**src/rtl/hilo_div_pkg.sv**
```systemverilog
// Shared definitions for the HI/LO divide sequencer: operation codes,
// sequencer states and default sizing.
package hilo_div_pkg;

    localparam int WIDTH_DEF   = 32;
    localparam int TIMEOUT_DEF = 40;

    localparam logic [1:0] OP_NONE = 2'd0;
    localparam logic [1:0] OP_DIV  = 2'd1;
    localparam logic [1:0] OP_MTHI = 2'd2;
    localparam logic [1:0] OP_MTLO = 2'd3;

    typedef enum logic [1:0] {
        ST_IDLE  = 2'd0,
        ST_START = 2'd1,
        ST_WAIT  = 2'd2,
        ST_DONE  = 2'd3
    } state_e;

    // True when the sequencer owns the divider and must hold the CPU.
    function automatic logic is_busy_state(input state_e st);
        return (st == ST_START) || (st == ST_WAIT);
    endfunction

endpackage

```
**src/rtl/hilo_div_ctrl_if.sv**
```systemverilog
// Bus between the sequencer and the shared iterative divider.
interface hilo_div_ctrl_if #(
    parameter int WIDTH = 32
);
    logic             div_ena;
    logic             div_start;
    logic [WIDTH-1:0] div_dividend;
    logic [WIDTH-1:0] div_divisor;
    logic             div_busy;
    logic [WIDTH-1:0] div_q;
    logic [WIDTH-1:0] div_r;

    modport master (
        output div_ena, div_start, div_dividend, div_divisor,
        input  div_busy, div_q, div_r
    );

    modport slave (
        input  div_ena, div_start, div_dividend, div_divisor,
        output div_busy, div_q, div_r
    );
endinterface

```
**src/rtl/hilo_div_ctrl.sv**
```systemverilog
// Sequencer that owns HI/LO, executes MTHI/MTLO directly and drives the
// shared divider for DIV, with abort and watchdog recovery.
module hilo_div_ctrl
    import hilo_div_pkg::*;
#(
    parameter int WIDTH   = WIDTH_DEF,
    parameter int TIMEOUT = TIMEOUT_DEF
) (
    input  logic                clock,
    input  logic                reset,
    input  logic                op_valid,
    input  logic [1:0]          op_code,
    input  logic [WIDTH-1:0]    rs_val,
    input  logic [WIDTH-1:0]    rt_val,
    input  logic                abort,
    output logic                stall,
    output logic                done,
    output logic                div_by_zero,
    output logic                err,
    output logic [WIDTH-1:0]    hi,
    output logic [WIDTH-1:0]    lo,
    hilo_div_ctrl_if.master     div_bus
);

    localparam int CNT_W = $clog2(TIMEOUT + 1);

    state_e             state_r;
    state_e             state_s;
    logic [WIDTH-1:0]   hi_r;
    logic [WIDTH-1:0]   lo_r;
    logic [WIDTH-1:0]   hi_d_s;
    logic [WIDTH-1:0]   lo_d_s;
    logic [WIDTH-1:0]   dividend_r;
    logic [WIDTH-1:0]   divisor_r;
    logic               seen_busy_r;
    logic [CNT_W-1:0]   wd_cnt_r;
    logic               latch_s;
    logic               dz_hit_s;
    logic               timeout_s;
    logic               ena_r;
    logic               start_r;
    logic               done_r;
    logic               dz_r;
    logic               err_r;

    // Next-state, HI/LO write data and event decode.
    always_comb begin
        state_s   = state_r;
        hi_d_s    = hi_r;
        lo_d_s    = lo_r;
        latch_s   = 1'b0;
        dz_hit_s  = 1'b0;
        timeout_s = 1'b0;
        if (abort) begin
            state_s = ST_IDLE;
        end else begin
            case (state_r)
                ST_IDLE: begin
                    if (op_valid) begin
                        case (op_code)
                            OP_MTHI: hi_d_s = rs_val;
                            OP_MTLO: lo_d_s = rs_val;
                            OP_DIV: begin
                                if (rt_val == {WIDTH{1'b0}}) begin
                                    dz_hit_s = 1'b1;
                                    state_s  = ST_DONE;
                                end else begin
                                    latch_s  = 1'b1;
                                    state_s  = ST_START;
                                end
                            end
                            default: state_s = ST_IDLE;
                        endcase
                    end else begin
                        state_s = ST_IDLE;
                    end
                end
                ST_START: state_s = ST_WAIT;
                ST_WAIT: begin
                    // Completion is only trusted once busy has been seen high.
                    if (seen_busy_r && !div_bus.div_busy) begin
                        hi_d_s  = div_bus.div_r;
                        lo_d_s  = div_bus.div_q;
                        state_s = ST_DONE;
                    end else if (wd_cnt_r == CNT_W'(TIMEOUT - 1)) begin
                        timeout_s = 1'b1;
                        state_s   = ST_IDLE;
                    end else begin
                        state_s = ST_WAIT;
                    end
                end
                ST_DONE: state_s = ST_IDLE;
                default: state_s = ST_IDLE;
            endcase
        end
    end

    // State, architectural HI/LO and operand latches.
    always_ff @(posedge clock or posedge reset) begin
        if (reset) begin
            state_r    <= ST_IDLE;
            hi_r       <= {WIDTH{1'b0}};
            lo_r       <= {WIDTH{1'b0}};
            dividend_r <= {WIDTH{1'b0}};
            divisor_r  <= {WIDTH{1'b0}};
        end else begin
            state_r <= state_s;
            hi_r    <= hi_d_s;
            lo_r    <= lo_d_s;
            if (latch_s) begin
                dividend_r <= rs_val;
                divisor_r  <= rt_val;
            end
        end
    end

    // Busy-observed flag and watchdog counter for the WAIT phase.
    always_ff @(posedge clock or posedge reset) begin
        if (reset) begin
            seen_busy_r <= 1'b0;
            wd_cnt_r    <= {CNT_W{1'b0}};
        end else if (state_r == ST_START) begin
            seen_busy_r <= 1'b0;
            wd_cnt_r    <= {CNT_W{1'b0}};
        end else if (state_r == ST_WAIT) begin
            seen_busy_r <= seen_busy_r | div_bus.div_busy;
            wd_cnt_r    <= wd_cnt_r + CNT_W'(1);
        end
    end

    // Registered control outputs, decoded from the state being entered.
    always_ff @(posedge clock or posedge reset) begin
        if (reset) begin
            ena_r   <= 1'b0;
            start_r <= 1'b0;
            done_r  <= 1'b0;
            dz_r    <= 1'b0;
            err_r   <= 1'b0;
        end else begin
            ena_r   <= is_busy_state(state_s);
            start_r <= (state_s == ST_START);
            done_r  <= (state_s == ST_DONE);
            dz_r    <= dz_hit_s;
            err_r   <= timeout_s;
        end
    end

    // The IDLE term must react to the request in the same cycle it is presented.
    assign stall = is_busy_state(state_r) ||
                   ((state_r == ST_IDLE) && op_valid && (op_code == OP_DIV));

    assign done                 = done_r;
    assign div_by_zero          = dz_r;
    assign err                  = err_r;
    assign hi                   = hi_r;
    assign lo                   = lo_r;
    assign div_bus.div_ena      = ena_r;
    assign div_bus.div_start    = start_r;
    assign div_bus.div_dividend = dividend_r;
    assign div_bus.div_divisor  = divisor_r;

endmodule

```
**src/flat_wrapper.sv**
```systemverilog
// flat-port wrapper written by rule: the top's interface ports become plain ports
module hilo_div_ctrl_flat import hilo_div_pkg::*;
#(
    parameter int WIDTH   = WIDTH_DEF,
    parameter int TIMEOUT = TIMEOUT_DEF
)
  (clock, reset, op_valid, op_code, rs_val, rt_val, abort, stall, done, div_by_zero, err, hi, lo, div_bus_div_ena, div_bus_div_start, div_bus_div_dividend, div_bus_div_divisor, div_bus_div_busy, div_bus_div_q, div_bus_div_r);
  hilo_div_ctrl_if #(.WIDTH(WIDTH)) div_bus_i ();
  input  logic clock;
  input  logic reset;
  input  logic op_valid;
  input  logic [1:0] op_code;
  input  logic [WIDTH-1:0] rs_val;
  input  logic [WIDTH-1:0] rt_val;
  input  logic abort;
  output logic stall;
  output logic done;
  output logic div_by_zero;
  output logic err;
  output logic [WIDTH-1:0] hi;
  output logic [WIDTH-1:0] lo;
  output wire logic [$bits(div_bus_i.div_ena)-1:0] div_bus_div_ena;
  output wire logic [$bits(div_bus_i.div_start)-1:0] div_bus_div_start;
  output wire logic [$bits(div_bus_i.div_dividend)-1:0] div_bus_div_dividend;
  output wire logic [$bits(div_bus_i.div_divisor)-1:0] div_bus_div_divisor;
  input wire logic [$bits(div_bus_i.div_busy)-1:0] div_bus_div_busy;
  input wire logic [$bits(div_bus_i.div_q)-1:0] div_bus_div_q;
  input wire logic [$bits(div_bus_i.div_r)-1:0] div_bus_div_r;
  assign div_bus_div_ena = div_bus_i.div_ena;
  assign div_bus_div_start = div_bus_i.div_start;
  assign div_bus_div_dividend = div_bus_i.div_dividend;
  assign div_bus_div_divisor = div_bus_i.div_divisor;
  assign div_bus_i.div_busy = div_bus_div_busy;
  assign div_bus_i.div_q = div_bus_div_q;
  assign div_bus_i.div_r = div_bus_div_r;
  hilo_div_ctrl #(.WIDTH(WIDTH), .TIMEOUT(TIMEOUT)) u_core (.clock(clock), .reset(reset), .op_valid(op_valid), .op_code(op_code), .rs_val(rs_val), .rt_val(rt_val), .abort(abort), .stall(stall), .done(done), .div_by_zero(div_by_zero), .err(err), .hi(hi), .lo(lo), .div_bus(div_bus_i));
endmodule
```
**config.mk**
```make
export PLATFORM = sky130hd
export DESIGN_NAME = hilo_div_ctrl_flat
export DESIGN_NICKNAME = d
export VERILOG_FILES = /design/src/rtl/hilo_div_pkg.sv /design/src/rtl/hilo_div_ctrl_if.sv /design/src/rtl/hilo_div_ctrl.sv /design/src/flat_wrapper.sv
export SDC_FILE = /design/constraint.sdc
export NUM_CORES = 1
export LEC_CHECK = 0
export ABC_AREA = 0
export CORE_ASPECT_RATIO = 0.9
export CORE_MARGIN = 5
export CORE_UTILIZATION = 46
export CTS_CLUSTER_DIAMETER = 150
export DETAILED_ROUTE_END_ITERATION = 12
export PLACE_DENSITY = 0.95
export SLEW_MARGIN = 20
export SYNTH_ARGS = -nofsm -noshare
export SYNTH_HDL_FRONTEND = slang
export SYNTH_SLANG_ARGS = --single-unit
```
**constraint.sdc**
```tcl
create_clock -name clock -period 13.2 [get_ports clock]
set_input_delay 1.32 -clock clock [delete_from_list [all_inputs] [get_ports clock]]
set_output_delay 1.32 -clock clock [all_outputs]
set_load 0.01 [all_outputs]
```
==> run summary, run 1 <==
SETUP PATH
------------------------------------------------------------------------------------
Type of the worst setup path                                            primary input to primary output
CP peak stage delay                                                          0.54 ns
Dominant cell type by count on the critical path                        sky130_fd_sc_hd__clkdlybuf4s50_1
Cell type of the slowest stage on the worst timing path                 sky130_fd_sc_hd__clkdlybuf4s50_1
Count of buffering cells on the critical path with inverters included              2
CP Depth                                                                           4
Worst path cell trace                                                   clkdlybuf4s50_1 -> nand4b_1 -> nand2b_1 -> clkdlybuf4s50_1
R2R cell count                                                                     7
Maximum fanout along the worst path                                                5
Data required time of the worst path                                        11.88 ns
Critical Path Sink Type                                                 primary output
Crit path launch type                                                   primary input
CP delay by family, top                                                 buffers and inverters
Arrival time of the worst setup path                                         2.72 ns

GLOBAL ROUTING
------------------------------------------------------------------------------------
Tot GR Track Use                                                               23.8%
Overflow after GRT                                                                 0
Initial antenna violation count                                                    0
Vias in the first global route                                                 5,693
Wire length of the first global-routing pass                               30,200 um
Pin count of the biggest net entering global routing                              87

SYNTH
------------------------------------------------------------------------------------
Register area share after synthesis                                            55.5%
Leading register cell type out of synthesis                             sky130_fd_sc_hd__dfrtp_1
Count of flip-flops with a built-in enable after synthesis                         0
Avg Synthesized Cell Area                                                  12.7 um^2
Gate count of the mapped netlist                                                 503
#FFs+latches synth                                                               142
Warnings from Yosys                                                                0
Post-Syn Nets                                                                    644
Fraction of registers with async set or reset after synthesis                   100%
Synth cell types                                                                  38
Area of the mapped netlist                                                 6400 um^2

DIE
------------------------------------------------------------------------------------
Top Ports                                                                        269
Total core area                                                          13,500 um^2
Die area                                                                 16,400 um^2
Row count                                                                         40
DIE HEIGHT                                                                    122 um
Initial Utilization                                                            47.4%
Width of the die                                                              134 um

CLOCK TREE
------------------------------------------------------------------------------------
Clock Tree Root                                                         sky130_fd_sc_hd__clkbuf_16
Post-cts sizing count                                                              0
Clk pin slew, worst setup/hold paths                                         0.06 ns
Clock latency on the worst-skew pair                                         0.40 ns
# hold bufs at CTS                                                                 0
Max clock buf depth                                                                2
Clock tree from TritonCTS                                                       done
Setup repair bufs after CTS                                                        0
Cts bufs inserted                                                                 17
H-tree lvl count                                                                   4
Count of clock tree sinks                                                        142

FINISH
------------------------------------------------------------------------------------
Combined area of the multi-input logic cells                               2630 um^2
Area occupied by registers                                                 3550 um^2
Count of antenna diodes in the layout                                              0
Ratio of cells with drive above 1 in the final layout                          19.0%
Area growth, synth to finish                                                   52.6%
Total number of nets in the final design                                         902
Final Core Density                                                             72.3%
Fill cells                                                                       846

POWER AND IR DROP
------------------------------------------------------------------------------------
Power density of the placed cells                                        159 nW/um^2
Sum of internal, switching and leakage power                                 1560 uW
Worst-case vdd ir drop                                                      0.110 mV
Leakage power                                                             0.00382 uW

FLOW RUN
------------------------------------------------------------------------------------
Maximum Capacitance Violations                                                     0

PLACEMENT
------------------------------------------------------------------------------------
Post-detail-place hpwl                                                     14,200 um
Pre-CTS setup slack                                                          9.18 ns
Buffers on Ports                                                                 268
Gp weighted congestion                                                         0.826

TIMING
------------------------------------------------------------------------------------
Number of setup violations in the final report                                     0
Worst setup slack after layout                                               9.16 ns
Pin slew with the least headroom to its limit                               0.910 ns
Max Transition Viols Final                                                         0
Fin Setup TNS                                                                   0 ns
Worst Clk Skew                                                            0.00765 ns
Time the worst path needs with I/O delays and setup                          4.04 ns
Remaining max-slew budget at the tightest pin                                  39.3%
Hold violation total from the final report                                         0
Setup repair after global routing missed its margin                            false
Max Clk Rate                                                                 247 MHz
Fin crit share                                                                 30.6%

ROUTE
------------------------------------------------------------------------------------
First-pass iteration count of the detailed router                                  5
Via count normalized by instance count                                          5.46
Iter 0 DRT Violations                                                            281
WL final                                                                   19,400 um
Via Count                                                                      5,142
Mean routed wirelength per cell                                              20.6 um
Post-route DRC                                                                     0
Antenna viol nets, final                                                           0

OUTCOME
------------------------------------------------------------------------------------
Result of the run                                                       complete, no violations

MIN PATH
------------------------------------------------------------------------------------
Worst hold stages                                                                  1
Type of the worst min-delay path                                        flip-flop to flip-flop

registers in the layout (all words and copies together), names as in the netlist:
signal	count
u_core.div_bus.div_dividend	32
u_core.div_bus.div_divisor	32
u_core.div_bus.div_ena	1
u_core.div_bus.div_start	1
u_core.div_by_zero	1
u_core.done	1
u_core.err	1
u_core.hi	32
u_core.lo	32
u_core.seen_busy_r	1
u_core.state_r	2
u_core.wd_cnt_r	6
worst register-to-register path: cells and delay by family (launching register included):
kind,cells,cell delay [ns]
buffers and inverters,2,0.85
multiplexers,1,0.30
adder cells (fa/ha/maj),1,0.49
AND/OR/NAND/NOR,1,0.25
flip-flops,1,0.41
AO/OA/AOI/OAI,2,0.54
layout make-up:
class                   count  area share (%)
flip-flops and latches    142            36.4
repair buffers            274            27.9
multi-input cells         318            26.9
clock buffers              23            4.89
well taps                 168            2.15
clock inverters             9            1.37
inverters                   8           0.359
cell families after synthesis:
logic type      after synthesis  synth area share (%)
fa+ha+maj                     6                  1.17
mux                         131                  21.8
flops                       142                  55.5
simple gates                 66                  5.40
buf+inv                      43                  3.99
xor+xnor                      2                 0.274
compound gates              113                  11.9
stage by stage:
stage	instance area (um^2)	instances	hold WS (ns)
after floorplan	6400	503	0.506
after global placement	9160	910	0.488
after detailed placement	9160	910	0.492
after CTS	9770	942	0.505
after global routing	9770	942	0.512
final	9770	942	0.502
placed cells by master, fill, tap and decap left out, types with 2 or more instances in the layout:
| master | n |
|---|---|
| sky130_fd_sc_hd__bufinv_16 | 3 |
| sky130_fd_sc_hd__nor4_1 | 10 |
| sky130_fd_sc_hd__o21ai_4 | 2 |
| sky130_fd_sc_hd__clkbuf_16 | 17 |
| sky130_fd_sc_hd__nor2_1 | 27 |
| sky130_fd_sc_hd__a21oi_1 | 41 |
| sky130_fd_sc_hd__nand2_1 | 2 |
| sky130_fd_sc_hd__nand3_1 | 2 |
| sky130_fd_sc_hd__buf_4 | 6 |
| sky130_fd_sc_hd__clkinv_2 | 2 |
| sky130_fd_sc_hd__mux2_2 | 66 |
| sky130_fd_sc_hd__o22ai_1 | 2 |
| sky130_fd_sc_hd__nor2b_1 | 2 |
| sky130_fd_sc_hd__a21oi_2 | 28 |
| sky130_fd_sc_hd__clkinv_4 | 3 |
| sky130_fd_sc_hd__a31oi_1 | 33 |
| sky130_fd_sc_hd__clkbuf_1 | 3 |
| sky130_fd_sc_hd__ha_1 | 5 |
| sky130_fd_sc_hd__mux2i_1 | 65 |
| sky130_fd_sc_hd__nand4_1 | 4 |
| sky130_fd_sc_hd__dfrtp_1 | 142 |
| sky130_fd_sc_hd__nand2b_1 | 4 |
| sky130_fd_sc_hd__nor2_2 | 10 |
| sky130_fd_sc_hd__inv_1 | 7 |
| sky130_fd_sc_hd__clkbuf_8 | 3 |
| sky130_fd_sc_hd__clkdlybuf4s50_1 | 268 |
power breakdown:
group          total, uW  internal [uW]  switching, uW  leakage, uW
sequential           600            538           61.9      0.00166
combinational        466            273            193      0.00187
clock                490            313            177     0.000297
total               1560           1120            432      0.00382
Yosys cell counts, drive strengths merged, types with 2 or more instances:
cell    number  area, um^2
nor4        10        62.6
nand2b       4        25.0
mux2        66         743
nor2        37         164
clkbuf      16        60.1
a31oi       33         206
mux2i       65         651
nand4        4        25.0
dfrtp      142        3550
nor2b        2        12.5
ha           6        75.1
nand3        2        10.0
nand2        2        7.51
inv          8        30.0
o22ai        2        12.5
buf         19         165
o21ai        3        18.8
a21oi       69         450
path summary, 6_finish.rpt:
kind | startpoint | endpoint | slack, ns
worst max-delay path | op_code[1] | stall | 9.16
worst min-delay path | u_core.div_bus.div_dividend[23] | u_core.div_bus.div_dividend[23] | 0.50
worst max register to register | u_core.state_r[0] | u_core.lo[20] | 10.29
worst min register to register | u_core.div_bus.div_dividend[23] | u_core.div_bus.div_dividend[23] | 0.50
max in group asynchronous | reset | u_core.err | 10.56
min in group asynchronous | reset | u_core.div_bus.div_dividend[28] | 1.41
metal layers:
metal | track usage, % | up-vias | wire length [um]
met1 | 26.1 | 2506 | 7110
met5 | 0 | - | 0
li1 | - | 2342 | -
met4 | 10.7 | 0 | 686
met2 | 41.6 | 241 | 10100
met3 | 8.26 | 53 | 1530
Power figures use the tool's default switching activity.
==> inputs of run 2 (changes only) <==
--- a/config.mk
+++ b/config.mk
@@ -8,10 +8,10 @@
 export ABC_AREA = 0
 export CORE_ASPECT_RATIO = 0.9
 export CORE_MARGIN = 5
-export CORE_UTILIZATION = 46
+export CORE_UTILIZATION = 43
 export CTS_CLUSTER_DIAMETER = 150
 export DETAILED_ROUTE_END_ITERATION = 12
-export PLACE_DENSITY = 0.95
+export PLACE_DENSITY = 0.91
 export SLEW_MARGIN = 20
 export SYNTH_ARGS = -nofsm -noshare
 export SYNTH_HDL_FRONTEND = slang
==> constraint.sdc (replaced) <==
create_clock -name clock -period 3.9 [get_ports clock]
set_input_delay 0.39 -clock clock [delete_from_list [all_inputs] [get_ports clock]]
set_output_delay 0.39 -clock clock [all_outputs]
set_load 0.01 [all_outputs]
==> run 2 against run 1 <==
Global-route usage decreased by 2.6 points. Total power increased to 3.3 times the previous value. Final area rose by 0.44%. Combinational power rose to 3.3 times the previous value. Critical path depth increased by 1. Die area grew 6.4%. Non-clock buffer count rose by 2. Core utilization down 5.4 points. Hold slack got worse by 0.14 ns. Clock power grew to 3.3 times the previous value. Largest power group unchanged. Clock-buffer cell count up 4.
==> run summary, run 2 (same netlist as run 1, synthesis figures left out) <==
FINISH
----------------------------------------------------------------------------
Count of antenna diodes in the layout                                      0   unchanged
Area growth, synth to finish                                           53.3%
Top library cells by usage in the layout, fill and taps aside   sky130_fd_sc_hd__clkdlybuf4s50_1 (268), sky130_fd_sc_hd__dfrtp_1 (142), sky130_fd_sc_hd__mux2_2 (66)
Total number of nets in the final design                                 904   +0.22%
Most common library cell in the layout ignoring fill and taps   sky130_fd_sc_hd__clkdlybuf4s50_1
Final Core Density                                                     66.9%   -5.4 points
Fill cells                                                             1,098   +30%
Ratio of cells with drive above 1 in the final layout                  18.9%   -0.049 points

SETUP PATH
----------------------------------------------------------------------------
Reg-to-reg endpoint                                             u_core.hi[2]
R2R cell count                                                             7   unchanged
Type of the worst setup path                                    flip-flop to primary output
Data required time of the worst path                                 3.51 ns   -8.37 ns
Crit path launch type                                              flip-flop
R2R Setup Slk                                                        1.25 ns   -9.04 ns
Maximum fanout along the worst path                                        8   +3
Startpoint of the worst-slack reg-to-reg timing path            u_core.state_r[0]
Arrival time of the worst setup path                                 2.38 ns   -0.34 ns
Critical Path Sink Type                                         primary output

TIMING
----------------------------------------------------------------------------
Worst Clk Skew                                                    0.00584 ns   -0.00180 ns
Max Clk Rate                                                         361 MHz
Time the worst path needs with I/O delays and setup                  2.77 ns
Hold violation total from the final report                                 0   unchanged
Pin slew with the least headroom to its limit                       0.840 ns   -0.0707 ns
Fin crit share                                                         71.1%
Max Transition Viols Final                                                 0   unchanged
Remaining max-slew budget at the tightest pin                          43.5%   +4.2 points
Setup repair after global routing missed its margin                    false
Fin Setup TNS                                                           0 ns   unchanged
Worst setup slack after layout                                       1.13 ns   -8.03 ns
Number of setup violations in the final report                             0   unchanged

DIE
----------------------------------------------------------------------------
DIE HEIGHT                                                            126 um   +3.1%
Row count                                                                 42   +5.0%
Total core area                                                  14,700 um^2   +8.5%
Width of the die                                                      139 um   +3.2%
Top Ports                                                                269   unchanged
Die area                                                         17,400 um^2   +6.4%
Initial Utilization                                                    43.7%   -3.7 points

CLOCK TREE
----------------------------------------------------------------------------
Clock tree from TritonCTS                                               done
# hold bufs at CTS                                                         0   unchanged
Post-cts sizing count                                                      0   unchanged
Count of clock tree sinks                                                142   unchanged
Cts bufs inserted                                                         17   unchanged
H-tree lvl count                                                           4   unchanged
Setup repair bufs after CTS                                                0   unchanged
Max clock buf depth                                                        2   unchanged
Clock Tree Root                                                 sky130_fd_sc_hd__clkbuf_16
Clock latency on the worst-skew pair                                 0.41 ns   about the same
Clk pin slew, worst setup/hold paths                                 0.06 ns   about the same

POWER AND IR DROP
----------------------------------------------------------------------------
Worst-case vdd ir drop                                              0.355 mV   +220%
Power density of the placed cells                                528 nW/um^2   +230%
Leakage power                                                     0.00382 uW   about the same

GLOBAL ROUTING
----------------------------------------------------------------------------
Tot GR Track Use                                                       21.2%   -2.6 points
Vias in the first global route                                         5,403   -5.1%
Overflow after GRT                                                         0   unchanged
Wire length of the first global-routing pass                       29,300 um   -2.8%
Pin count of the biggest net entering global routing                     123   +41%
Initial antenna violation count                                            0   unchanged

ROUTE
----------------------------------------------------------------------------
Post-route DRC                                                             0   unchanged
WL final                                                           18,500 um   -4.8%
Mean routed wirelength per cell                                      19.0 um   -7.9%
Via count normalized by instance count                                  5.15   -5.6%
Iter 0 DRT Violations                                                    271   -3.6%
Antenna viol nets, final                                                   0   unchanged
First-pass iteration count of the detailed router                          4   -1
Via Count                                                              5,020   -2.4%

OUTCOME
----------------------------------------------------------------------------
Result of the run                                               complete, no violations

MIN PATH
----------------------------------------------------------------------------
Type of the worst min-delay path                                primary input to asynchronous set/reset pin

PLACEMENT
----------------------------------------------------------------------------
Post-detail-place hpwl                                             13,400 um   -5.7%
Gp weighted congestion                                                 0.800   -3.3%
Pre-CTS setup slack                                                  1.11 ns   -8.07 ns
Buffers on Ports                                                         268   unchanged

FLOW RUN
----------------------------------------------------------------------------
Maximum Capacitance Violations                                             0   unchanged

==> run 2: cell count changes in the layout (fill, tap and decap cells not counted), sizes merged <==
cell,before,now
buf,6,8
clkbuf,23,27
clkinv,5,2
clkinvlp,1,2
inv,8,7
bufinv,3,2
==> run 2: where the power goes <==
part | internal [uW] | switching, uW | leakage [uW] | total (uW)
registers | 1820 | 195 | 0.00166 | 2020
logic | 926 | 636 | 0.00188 | 1560
clock network | 1030 | 573 | 0.000288 | 1600
total | 3770 | 1400 | 0.00382 | 5180
==> run 2: cell type report <==
type | instances | area [um^2] | share of cell area (%)
timing repair buffer | 276 | 2760 | 28.1
clock inverter | 5 | 77.6 | 0.791
inverter | 8 | 33.8 | 0.344
clock buffer | 27 | 513 | 5.23
multi-input combinational | 318 | 2630 | 26.8
tap | 198 | 248 | 2.53
sequential | 142 | 3550 | 36.2
==> run 2: how the worst max path moves through the flow <==
| stage | slack [ns] | depth (start not counted) | startpoint | to |
|---|---|---|---|---|
| 3_3_place_gp | 1.28 | 7 | rt_val[28] | u_core.div_bus.div_ena |
| 4_1_cts | 1.13 | 5 | u_core.state_r[0] | stall |
| 2_1_floorplan | 1.73 | 1 | reset | u_core.div_bus.div_dividend[0] |
| 6_report | 1.13 | 5 | u_core.state_r[0] | stall |
| 3_5_place_dp | 1.11 | 7 | rt_val[28] | u_core.div_bus.div_ena |
| 5_1_grt | 1.05 | 7 | u_core.state_r[0] | u_core.hi[2] |
==> run 2: routing by layer <==
metal  GRT usage, %  up-vias  wire [um]
li1               -     2353          -
met1           25.1     2427       7450
met2           34.4      208       8900
met3           9.17       32       1650
met4           7.67        0        465
met5              0        -          0
==> run 2: per-stage QoR <==
| stage | hold WS (ns) | std cells | power [uW] | cell area, um^2 |
|---|---|---|---|---|
| floorplan | 0.506 | 503 | 2640 | 6400 |
| global placement | 0.486 | 942 | 3560 | 9220 |
| detailed placement | 0.492 | 942 | 3610 | 9220 |
| CTS | 0.362 | 974 | 5250 | 9810 |
| global route | 0.400 | 974 | 5430 | 9810 |
| finish | 0.367 | 974 | 5180 | 9810 |
==> run 2: critical path, cell delays in order, from the launching register on <==
cell	delay, ns
sky130_fd_sc_hd__dfrtp_1	0.40
sky130_fd_sc_hd__inv_1	0.13
sky130_fd_sc_hd__ha_1	0.37
sky130_fd_sc_hd__nand4b_1	0.34
sky130_fd_sc_hd__nand2b_1	0.19
sky130_fd_sc_hd__clkdlybuf4s50_1	0.55
==> inputs of run 3 (changes only) <==
==> constraint.sdc (replaced) <==
create_clock -name clock -period 2.74 [get_ports clock]
set_input_delay 0.274 -clock clock [delete_from_list [all_inputs] [get_ports clock]]
set_output_delay 0.274 -clock clock [all_outputs]
set_load 0.01 [all_outputs]
==> run 3 against run 2 <==
Non-clock buffer count rose by 6. Clock power rose by 66%. Core utilization rose by 1.5 points. Critical endpoint unchanged. First-iteration DRC count fell by 25%. Sequential power rose by 42%. Hold slack improved by 0.0068 ns. Flip-flop and latch count did not move. Worst setup slack got worse by 0.85 ns.
==> run summary, run 3 (same netlist as run 1, synthesis figures left out) <==
CLOCK TREE
----------------------------------------------------------------------------
Post-cts sizing count                                                      0   unchanged
Clk pin slew, worst setup/hold paths                                 0.06 ns   about the same
Count of clock tree sinks                                                142   unchanged
Setup repair bufs after CTS                                                0   unchanged
Max clock buf depth                                                        2   unchanged
H-tree lvl count                                                           4   unchanged
Clock latency on the worst-skew pair                                 0.41 ns   about the same
Clock Tree Root                                                 sky130_fd_sc_hd__clkbuf_16
# hold bufs at CTS                                                         0   unchanged
Cts bufs inserted                                                         17   unchanged
Clock tree from TritonCTS                                               done

FINISH
----------------------------------------------------------------------------
Ratio of cells with drive above 1 in the final layout                  19.6%   +0.65 points
Count of antenna diodes in the layout                                      0   unchanged
Top library cells by usage in the layout, fill and taps aside   sky130_fd_sc_hd__clkdlybuf4s50_1 (268), sky130_fd_sc_hd__dfrtp_1 (142), sky130_fd_sc_hd__mux2_2 (66)
Most common library cell in the layout ignoring fill and taps   sky130_fd_sc_hd__clkdlybuf4s50_1
Final Core Density                                                     68.4%   +1.5 points
Area occupied by registers                                         3550 um^2   unchanged
Area growth, synth to finish                                           56.7%
Fill cells                                                             1,061   -3.4%
Combined area of the multi-input logic cells                       2630 um^2   unchanged
Total number of nets in the final design                                 910   +0.66%

SETUP PATH
----------------------------------------------------------------------------
Arrival time of the worst setup path                                 2.19 ns   -0.19 ns
R2R Setup Slk                                                        0.39 ns   -0.86 ns
Type of the worst setup path                                    flip-flop to primary output
Critical Path Sink Type                                         primary output
Maximum fanout along the worst path                                        8   unchanged
Cell type of the slowest stage on the worst timing path         sky130_fd_sc_hd__clkdlybuf4s50_1
Startpoint of the worst-slack reg-to-reg timing path            u_core.state_r[0]
Worst path cell trace                                           inv_1 -> ha_1 -> nand4b_1 -> nand2b_1 -> clkdlybuf4s50_1
R2R cell count                                                             7   unchanged
CP peak stage delay                                                  0.54 ns   about the same
Data required time of the worst path                                 2.47 ns   -1.04 ns
Crit path launch type                                              flip-flop
Reg-to-reg endpoint                                             u_core.lo[29]

PLACEMENT
----------------------------------------------------------------------------
Gp weighted congestion                                                 0.821   +2.7%
Buffers on Ports                                                         268   unchanged
Post-detail-place hpwl                                             13,700 um   +2.2%

TIMING
----------------------------------------------------------------------------
Pin slew with the least headroom to its limit                       0.830 ns   -0.00972 ns
Max Transition Viols Final                                                 0   unchanged
Worst hold-check slack                                              0.373 ns   +0.00683 ns
Hold violation total from the final report                                 0   unchanged
Remaining max-slew budget at the tightest pin                          44.6%   +1.0 points
Max Clk Rate                                                         406 MHz
Fin Setup TNS                                                           0 ns   unchanged
Worst Clk Skew                                                     0.0126 ns   +0.00676 ns
Setup repair after global routing missed its margin                    false
Number of setup violations in the final report                             0   unchanged
Fin crit share                                                         89.9%
Time the worst path needs with I/O delays and setup                  2.46 ns

GLOBAL ROUTING
----------------------------------------------------------------------------
Pin count of the biggest net entering global routing                      65   -47%
Vias in the first global route                                         5,495   +1.7%
Wire length of the first global-routing pass                       30,000 um   +2.4%
Tot GR Track Use                                                       21.7%   +0.58 points
Overflow after GRT                                                         0   unchanged
Initial antenna violation count                                            0   unchanged

POWER AND IR DROP
----------------------------------------------------------------------------
Power density of the placed cells                                776 nW/um^2   +47%
Leakage power                                                     0.00392 uW   +2.6%
Worst-case vdd ir drop                                              0.781 mV   +120%

DIE
----------------------------------------------------------------------------
DIE HEIGHT                                                            126 um   unchanged
Top Ports                                                                269   unchanged
Die area                                                         17,400 um^2   unchanged
Total core area                                                  14,700 um^2   unchanged
Row count                                                                 42   unchanged
Width of the die                                                      139 um   unchanged
Initial Utilization                                                    43.7%   unchanged

ROUTE
----------------------------------------------------------------------------
Via count normalized by instance count                                  5.22   +1.2%
Iter 0 DRT Violations                                                    204   -25%
Mean routed wirelength per cell                                      19.3 um   +1.7%
Via Count                                                              5,106   +1.7%
First-pass iteration count of the detailed router                          4   unchanged
WL final                                                           18,900 um   +2.2%
Antenna viol nets, final                                                   0   unchanged
Post-route DRC                                                             0   unchanged

MIN PATH
----------------------------------------------------------------------------
Type of the worst min-delay path                                primary input to asynchronous set/reset pin

OUTCOME
----------------------------------------------------------------------------
Result of the run                                               complete, no violations

FLOW RUN
----------------------------------------------------------------------------
Maximum Capacitance Violations                                             0   unchanged

run 3: where the power goes:
group	total, uW	internal [uW]	switching, uW
combinational	2250	1340	912
clock	2660	1800	858
sequential	2870	2590	282
run 3: worst max path at each step:
stage / start / end / cells past startpoint
floorplan: reset / u_core.div_bus.div_dividend[0] / 1
global placement: rt_val[27] / u_core.div_bus.div_dividend[18] / 6
detailed placement: rt_val[28] / u_core.div_bus.div_divisor[0] / 6
CTS: u_core.state_r[0] / stall / 5
global route: u_core.state_r[0] / stall / 5
finish: u_core.state_r[0] / stall / 5
run 3: area by class of cell:
cell class / instances / area share (%)
sequential: 142 / 35.4
clock buffer: 21 / 4.39
multi-input combinational: 318 / 26.2
clock inverter: 10 / 2.36
timing repair buffer: 282 / 28.8
tap: 198 / 2.47
inverter: 8 / 0.337
run 3: layer usage:
layer  wire [um]  track usage (%)  share of wire [%]
met5           0                0                  0
met3        1560             7.92                8.3
met4         469             8.13                2.5
met1        7380             25.4                 39
met2        9460             36.8                 50
run 3: worst max-delay path: cells and delay by family, from the launching register on:
family	cells	cell delay, ns
AND/OR/NAND/NOR	2	0.35
adder cells (fa/ha/maj)	1	0.37
buffers and inverters	2	0.66
flip-flops	1	0.40
run 3: stage by stage:
stage | cell area (um^2) | setup slack (ns) | instances | total power (uW)
after floorplan | 6400 | 0.689 | 503 | 3750
after global placement | 9350 | 0.311 | 948 | 5090
after detailed placement | 9350 | 0.292 | 948 | 5170
after CTS | 10000 | 0.253 | 979 | 7860
after global routing | 10000 | 0.117 | 979 | 8130
final | 10000 | 0.277 | 979 | 7780
